File: src/rtl/ram_tdp_be.sv
// True dual-port RAM with byte enables, collision flag and optional
// post-reset clear sweep; port A wins byte-level write/write conflicts.
module ram_tdp_be #(
   parameter  int DATA_WIDTH = 32,
   parameter  int DEPTH      = 16,
   parameter  int RD_MODE    = 0,
   parameter  int OUT_REG    = 0,
   parameter  int CLR_ON_RST = 1,
   localparam int ADDR_WIDTH = $clog2(DEPTH),
   localparam int BWEN_WIDTH = DATA_WIDTH / 8
) (
   input  logic                  clock,
   input  logic                  rst_n,
   input  logic                  cen,
   output logic                  init_done,
   input  logic                  en_a,
   input  logic                  wen_a,
   input  logic [BWEN_WIDTH-1:0] bwen_a,
   input  logic [ADDR_WIDTH-1:0] addr_a,
   input  logic [DATA_WIDTH-1:0] din_a,
   output logic [DATA_WIDTH-1:0] dout_a,
   output logic                  dvld_a,
   input  logic                  en_b,
   input  logic                  wen_b,
   input  logic [BWEN_WIDTH-1:0] bwen_b,
   input  logic [ADDR_WIDTH-1:0] addr_b,
   input  logic [DATA_WIDTH-1:0] din_b,
   output logic [DATA_WIDTH-1:0] dout_b,
   output logic                  dvld_b,
   output logic                  collision
);

   localparam logic [ADDR_WIDTH-1:0] LAST = ADDR_WIDTH'(DEPTH - 1);
   localparam logic [ADDR_WIDTH:0]   LIM  = (ADDR_WIDTH + 1)'(DEPTH);

   typedef enum logic {
      S_INIT,
      S_RUN
   } state_t;

   state_t                state_q, state_d;
   logic [ADDR_WIDTH-1:0] cnt_q, cnt_d;
   logic                  init_done_q, init_done_d;
   logic                  init_wr;
   logic                  collision_q, collision_d;

   logic [DATA_WIDTH-1:0] mem [DEPTH];

   logic                  act;
   logic [1:0]            en, wr, ok, acc;
   logic [ADDR_WIDTH-1:0] addr [2];
   logic [DATA_WIDTH-1:0] din  [2];
   logic [BWEN_WIDTH-1:0] bw   [2];
   logic [BWEN_WIDTH-1:0] be   [2];
   logic [DATA_WIDTH-1:0] old  [2];
   logic [DATA_WIDTH-1:0] rdat [2];

   logic [1:0]            s1_v_q, dvld_q;
   logic [DATA_WIDTH-1:0] s1_d_q [2];
   logic [DATA_WIDTH-1:0] dout_q [2];

   assign en      = {en_b, en_a};
   assign wr      = {wen_b, wen_a};
   assign addr[0] = addr_a;
   assign addr[1] = addr_b;
   assign din[0]  = din_a;
   assign din[1]  = din_b;
   assign bw[0]   = bwen_a;
   assign bw[1]   = bwen_b;

   // accesses only once the clear sweep has finished
   assign act = init_done_q & cen;

   always_comb begin
      state_d     = state_q;
      cnt_d       = cnt_q;
      init_done_d = (state_q == S_RUN);
      init_wr     = 1'b0;
      unique case (state_q)
         S_INIT: begin
            init_wr = 1'b1;
            cnt_d   = cnt_q + 1'b1;
            if (cnt_q == LAST) begin
               state_d     = S_RUN;
               cnt_d       = '0;
               init_done_d = 1'b1;
            end
         end
         S_RUN: begin
         end
         default: state_d = S_RUN;
      endcase
   end

   always_comb begin
      for (int p = 0; p < 2; p++) begin
         ok[p]   = ({1'b0, addr[p]} < LIM);
         acc[p]  = act & en[p];
         be[p]   = (acc[p] & wr[p] & ok[p]) ? bw[p] : '0;
         old[p]  = ok[p] ? mem[addr[p]] : '0;
         rdat[p] = old[p];
         if (RD_MODE != 0) begin
            for (int i = 0; i < BWEN_WIDTH; i++) begin
               if (be[p][i]) rdat[p][8*i +: 8] = din[p][8*i +: 8];
            end
         end
      end
   end

   assign collision_d = act & en_a & en_b & (addr_a == addr_b) & (wen_a | wen_b);

   always_ff @(posedge clock or negedge rst_n) begin
      if (!rst_n) begin
         state_q     <= (CLR_ON_RST != 0) ? S_INIT : S_RUN;
         cnt_q       <= '0;
         init_done_q <= 1'b0;
         collision_q <= 1'b0;
      end else begin
         state_q     <= state_d;
         cnt_q       <= cnt_d;
         init_done_q <= init_done_d;
         collision_q <= collision_d;
      end
   end

   // port B is applied first so port A's bytes override on overlap
   always_ff @(posedge clock) begin
      if (init_wr) begin
         mem[cnt_q] <= '0;
      end else begin
         for (int p = 1; p >= 0; p--) begin
            for (int i = 0; i < BWEN_WIDTH; i++) begin
               if (be[p][i]) mem[addr[p]][8*i +: 8] <= din[p][8*i +: 8];
            end
         end
      end
   end

   always_ff @(posedge clock or negedge rst_n) begin
      if (!rst_n) begin
         s1_v_q <= '0;
         dvld_q <= '0;
         for (int p = 0; p < 2; p++) begin
            s1_d_q[p] <= '0;
            dout_q[p] <= '0;
         end
      end else begin
         for (int p = 0; p < 2; p++) begin
            if (OUT_REG != 0) begin
               if (cen) begin
                  s1_v_q[p] <= acc[p];
                  if (acc[p]) s1_d_q[p] <= rdat[p];
                  dvld_q[p] <= s1_v_q[p];
                  if (s1_v_q[p]) dout_q[p] <= s1_d_q[p];
               end else begin
                  dvld_q[p] <= 1'b0;
               end
            end else begin
               dvld_q[p] <= acc[p];
               if (acc[p]) dout_q[p] <= rdat[p];
            end
         end
      end
   end

   assign init_done = init_done_q;
   assign collision = collision_q;
   assign dout_a    = dout_q[0];
   assign dout_b    = dout_q[1];
   assign dvld_a    = dvld_q[0];
   assign dvld_b    = dvld_q[1];

endmodule

File: config.mk
export PLATFORM = sky130hd
export DESIGN_NAME = ram_tdp_be
export DESIGN_NICKNAME = d
export VERILOG_FILES = /design/src/rtl/ram_tdp_be.sv
export SDC_FILE = /design/constraint.sdc
export NUM_CORES = 1
export LEC_CHECK = 0
export CAP_MARGIN = 25
export CORE_UTILIZATION = 32
export CTS_CLUSTER_SIZE = 8
export DETAILED_ROUTE_END_ITERATION = 8
export GPL_TIMING_DRIVEN = 0
export PLACE_DENSITY = 0.54
export SETUP_SLACK_MARGIN = 0.02
export SYNTH_ARGS = -nofsm -noshare
export SYNTH_HDL_FRONTEND = slang
export SYNTH_SLANG_ARGS = --single-unit
File: constraint.sdc
create_clock -name clock -period 2.5 [get_ports clock]
set_input_delay 0.5 -clock clock [delete_from_list [all_inputs] [get_ports clock]]
set_output_delay 0.5 -clock clock [all_outputs]
set_load 0.05 [all_outputs]
==> summary.txt <==
Synthesis
  • Simple-Gate Fraction of Synth Area: 0.0530
  • Xor-xnor portion of the synthesized cell area: 0.00131
  • Number of synthesized register bits: 584
  • Avg Cell Area, Syn: 14.0 µm²
  • Synth Area in Compound Gates: 0.0638
  • Largest family of logic cells by synthesized area: multiplexers
  • Syn Nets: 2479
  • Cells after synthesis: 2391
  • Sequential-to-total area share from yosys stat: 0.512
  • Main synth FF type: edfxtp_1
  • Syn Std Cell Area: 0.0335 mm²
  • Synthesized-area fraction occupied by adder cells: 0.000373
  • Post-synthesis mux area share: 0.335
  • Number of enable-type register cells in the synthesized netlist: 512
  • Syn. warnings: 0
  • Post-synth ARST share: 0.123
  • Cell variety after synth: 42

Place
  • Post-Place Cells: 4016
  • GP Congestion: 0.994
  • Pre-CTS setup slack: -2.32 ns
  • Detailed placer's ending HPWL: 112000 µm
  • Total placed instance area: 0.0379 mm²
  • Port buffer count: 151

Worst setup path
  • CP Class: in2reg
  • Critical Path Max Stage Delay: 0.66 ns
  • Startpoint Class: input port
  • Setup crit end kind: flop
  • Crit path launch: addr_a[0]
  • CP max stage cell: clkdlybuf4s50_1
  • Crit path DAT: 2.87 ns
  • Crit-path most repeated cell: buf_4
  • End point of the critical path: mem[1][17]
  • R2R Setup Slk: -0.04 ns
  • CP Cell Sequence: clkdlybuf4s50_1 -> buf_6 -> nand2b_2 -> nor3_4 -> buf_12 -> nand2_2 -> o211ai_1 -> buf_4 -> buf_4
  • Reg2reg end: mem[1][2]
  • Crit-path max FO: 10
  • Critical path required time: 2.82 ns
  • R2R cell count: 6
  • Origin of the critical flop-to-flop path: init_done

Global route
  • Vias in the first global route: 26200
  • Largest net degree at the start of global routing: 43
  • Initial antenna violation count: 6
  • GR Util All Layers: 0.292
  • GR Overflow Total: 0
  • First-pass GRT wire length: 214000 µm

Finish
  • Design area: 0.0426 mm²
  • Layout area overhead: 27.0%
  • Fill cells: 9619
  • Most frequent cells in the layout: edfxtp_1 (512), mux2_2 (478), mux2i_1 (257)
  • Commonest non-fill, non-tap cell in the layout: edfxtp_1
  • Final Net Count: 2931
  • Filler-free cell count of the finished design: 4291
  • Layout cell share with drive strength beyond 1: 0.410
  • Final Core Density: 0.411

Clock network
  • Clock latency on the worst-skew pair: 0.64 ns
  • Clock sinks: 584
  • H-tree depth: 3
  • Clock-pin slew on the worst setup and hold paths: 0.05 ns
  • CTS root buffer: clkbuf_16
  • Maximum clock insertion buffer count: 3
  • Clock buffer count from CTS: 83
  • TritonCTS clock tree: yes

Timing
  • Slew Viols, Final: 0
  • Final Hold Slack: 0.365 ns
  • Aggregate negative setup slack: -0.532 ns
  • Fin crit share: 1.02
  • RSZ-0062 raised after global routing: yes
  • Fin Clk Skew: 0.0215 ns
  • # setup viols final: 22
  • Normalized max-slew margin: 0.229
  • Final hold vios: 0
  • Min Tclk post-route: 2.55 ns
  • Worst-Margin Slew: 1.16 ns
  • Max Freq: 0.392 GHz
  • PnR worst setup slack: -0.0512 ns

Route
  • Post-DR wirelength/cell: 37.0 µm
  • TritonRoute pass-1 iters: 7
  • Antenna Nets Post-Route: 0
  • Initial DRC count: 3906
  • Final WL: 159000 µm
  • Vias per inst: 6.14
  • Vias: 26400
  • Drt drc: 0

Die
  • Row cnt: 118
  • Floorplan core area: 0.104 mm²
  • Die area: 0.106 mm²
  • IO Pins: 155
  • Initial core utilization: 0.323
  • Chip height: 326 µm
  • Die width: 326 µm

Power
  • Power Total: 25.0 mW
  • VDD IR-drop max: 581 µV
  • Cell leakage power: 17.5 nW
  • Power Dens Cells: 588 mW/mm²

Worst hold path
  • Hold Path Class: in2async

Run status
  • Failing checks: setup timing
  • Outcome: complete, but fails checks

Run
  • Number of max-cap violations: 0
## cell families (layout without fill, tap and decap cells)
family | after synthesis | in the layout
AOI/OAI and AO/OA | 316 | 316
adders and majority gates | 1 | 1
and+or+nand+nor | 376 | 376
muxes | 900 | 900
xor gates and xnor gates | 5 | 5
other | 0 | 4
buffers and inverters | 209 | 725
DFF | 584 | 584
## timing repair
action,4_1_cts,5_1_grt
setup endpoints to repair,1093,808
resized for setup,256,75
pin swaps,74,16
hold buffers,1,0
setup buffers,101,17
hold endpoints to repair,30,0
gates cloned,1,1
## Yosys cell counts, types with 6 or more instances
cell type  number  area (µm²)
o21ai_0         7        35.0
nand2_1       147         552
and2_4         29         254
buf_6          32         360
nand4_1        23         144
nor3_1         10        50.1
buf_2          51         255
a31oi_1        63         394
nand3_1        13        65.1
nor2b_1        10        62.6
and2_1         13        81.3
mux2_2        478        5380
a21oi_1        24         120
mux2_1         35         394
edfxtp_1      512       15400
mux2i_1       261        2610
dfrtp_1        72        1800
mux4_2        126        2840
o211ai_1       60         450
clkbuf_1      104         390
nor2_1        111         417
a22oi_1        96         721
buf_4          15         113
o22ai_1        64         400
nand2b_1        6        37.5
## metal layers
layer / vias up / track usage / share of wire
met1: 13500 / 0.385 / 0.38
met5: - / 0.00311 / 0.00026
met2: 2030 / 0.440 / 0.44
met4: 6 / 0.153 / 0.059
met3: 425 / 0.0776 / 0.12
li1: 10400 / - / -
## registers in the layout, indices dropped and copies added, names as in the netlist
| signal | count |
|---|---|
| mem | 512 |
| cnt_q | 4 |
| dvld_q | 2 |
| dout_a | 32 |
| collision | 1 |
| init_done | 1 |
| dout_b | 32 |
## how the worst min path moves through the flow
stage               slack, ns         end  cells past startpoint
global placement         0.55  dout_b[27]                      2
detailed placement       0.46   collision                      1
global route             0.40   dout_a[6]                      2
CTS                      0.37   dout_a[6]                      2
floorplan                0.20    cnt_q[0]                      0
finish                   0.36   dout_a[6]                      2
## where the power goes
group	switching (mW)	internal (mW)
Combinational	2.17	1.18
Clock	4.36	6.45
Sequential	0.152	10.7
## critical path, delay by kind of cell
kind | cells | cell delay (ns)
and+or+nand+nor | 3 | 0.71
AOI/OAI and AO/OA | 1 | 0.22
buffers and inverters | 5 | 1.41
## cell type report
class | instances | area, µm² | share of cell area
inverters | 2 | 11.3 | 0.000264
clock inverters | 2 | 13.8 | 0.000323
plain buffers | 206 | 1420 | 0.0332
clock buffers | 147 | 2410 | 0.0567
diodes | 4 | 10.0 | 0.000235
repair buffers | 368 | 3790 | 0.0890
multi-input cells | 1598 | 16000 | 0.376
flip-flops and latches | 584 | 17200 | 0.403
well taps | 1380 | 1730 | 0.0406
Power figures use the tool's default switching activity.
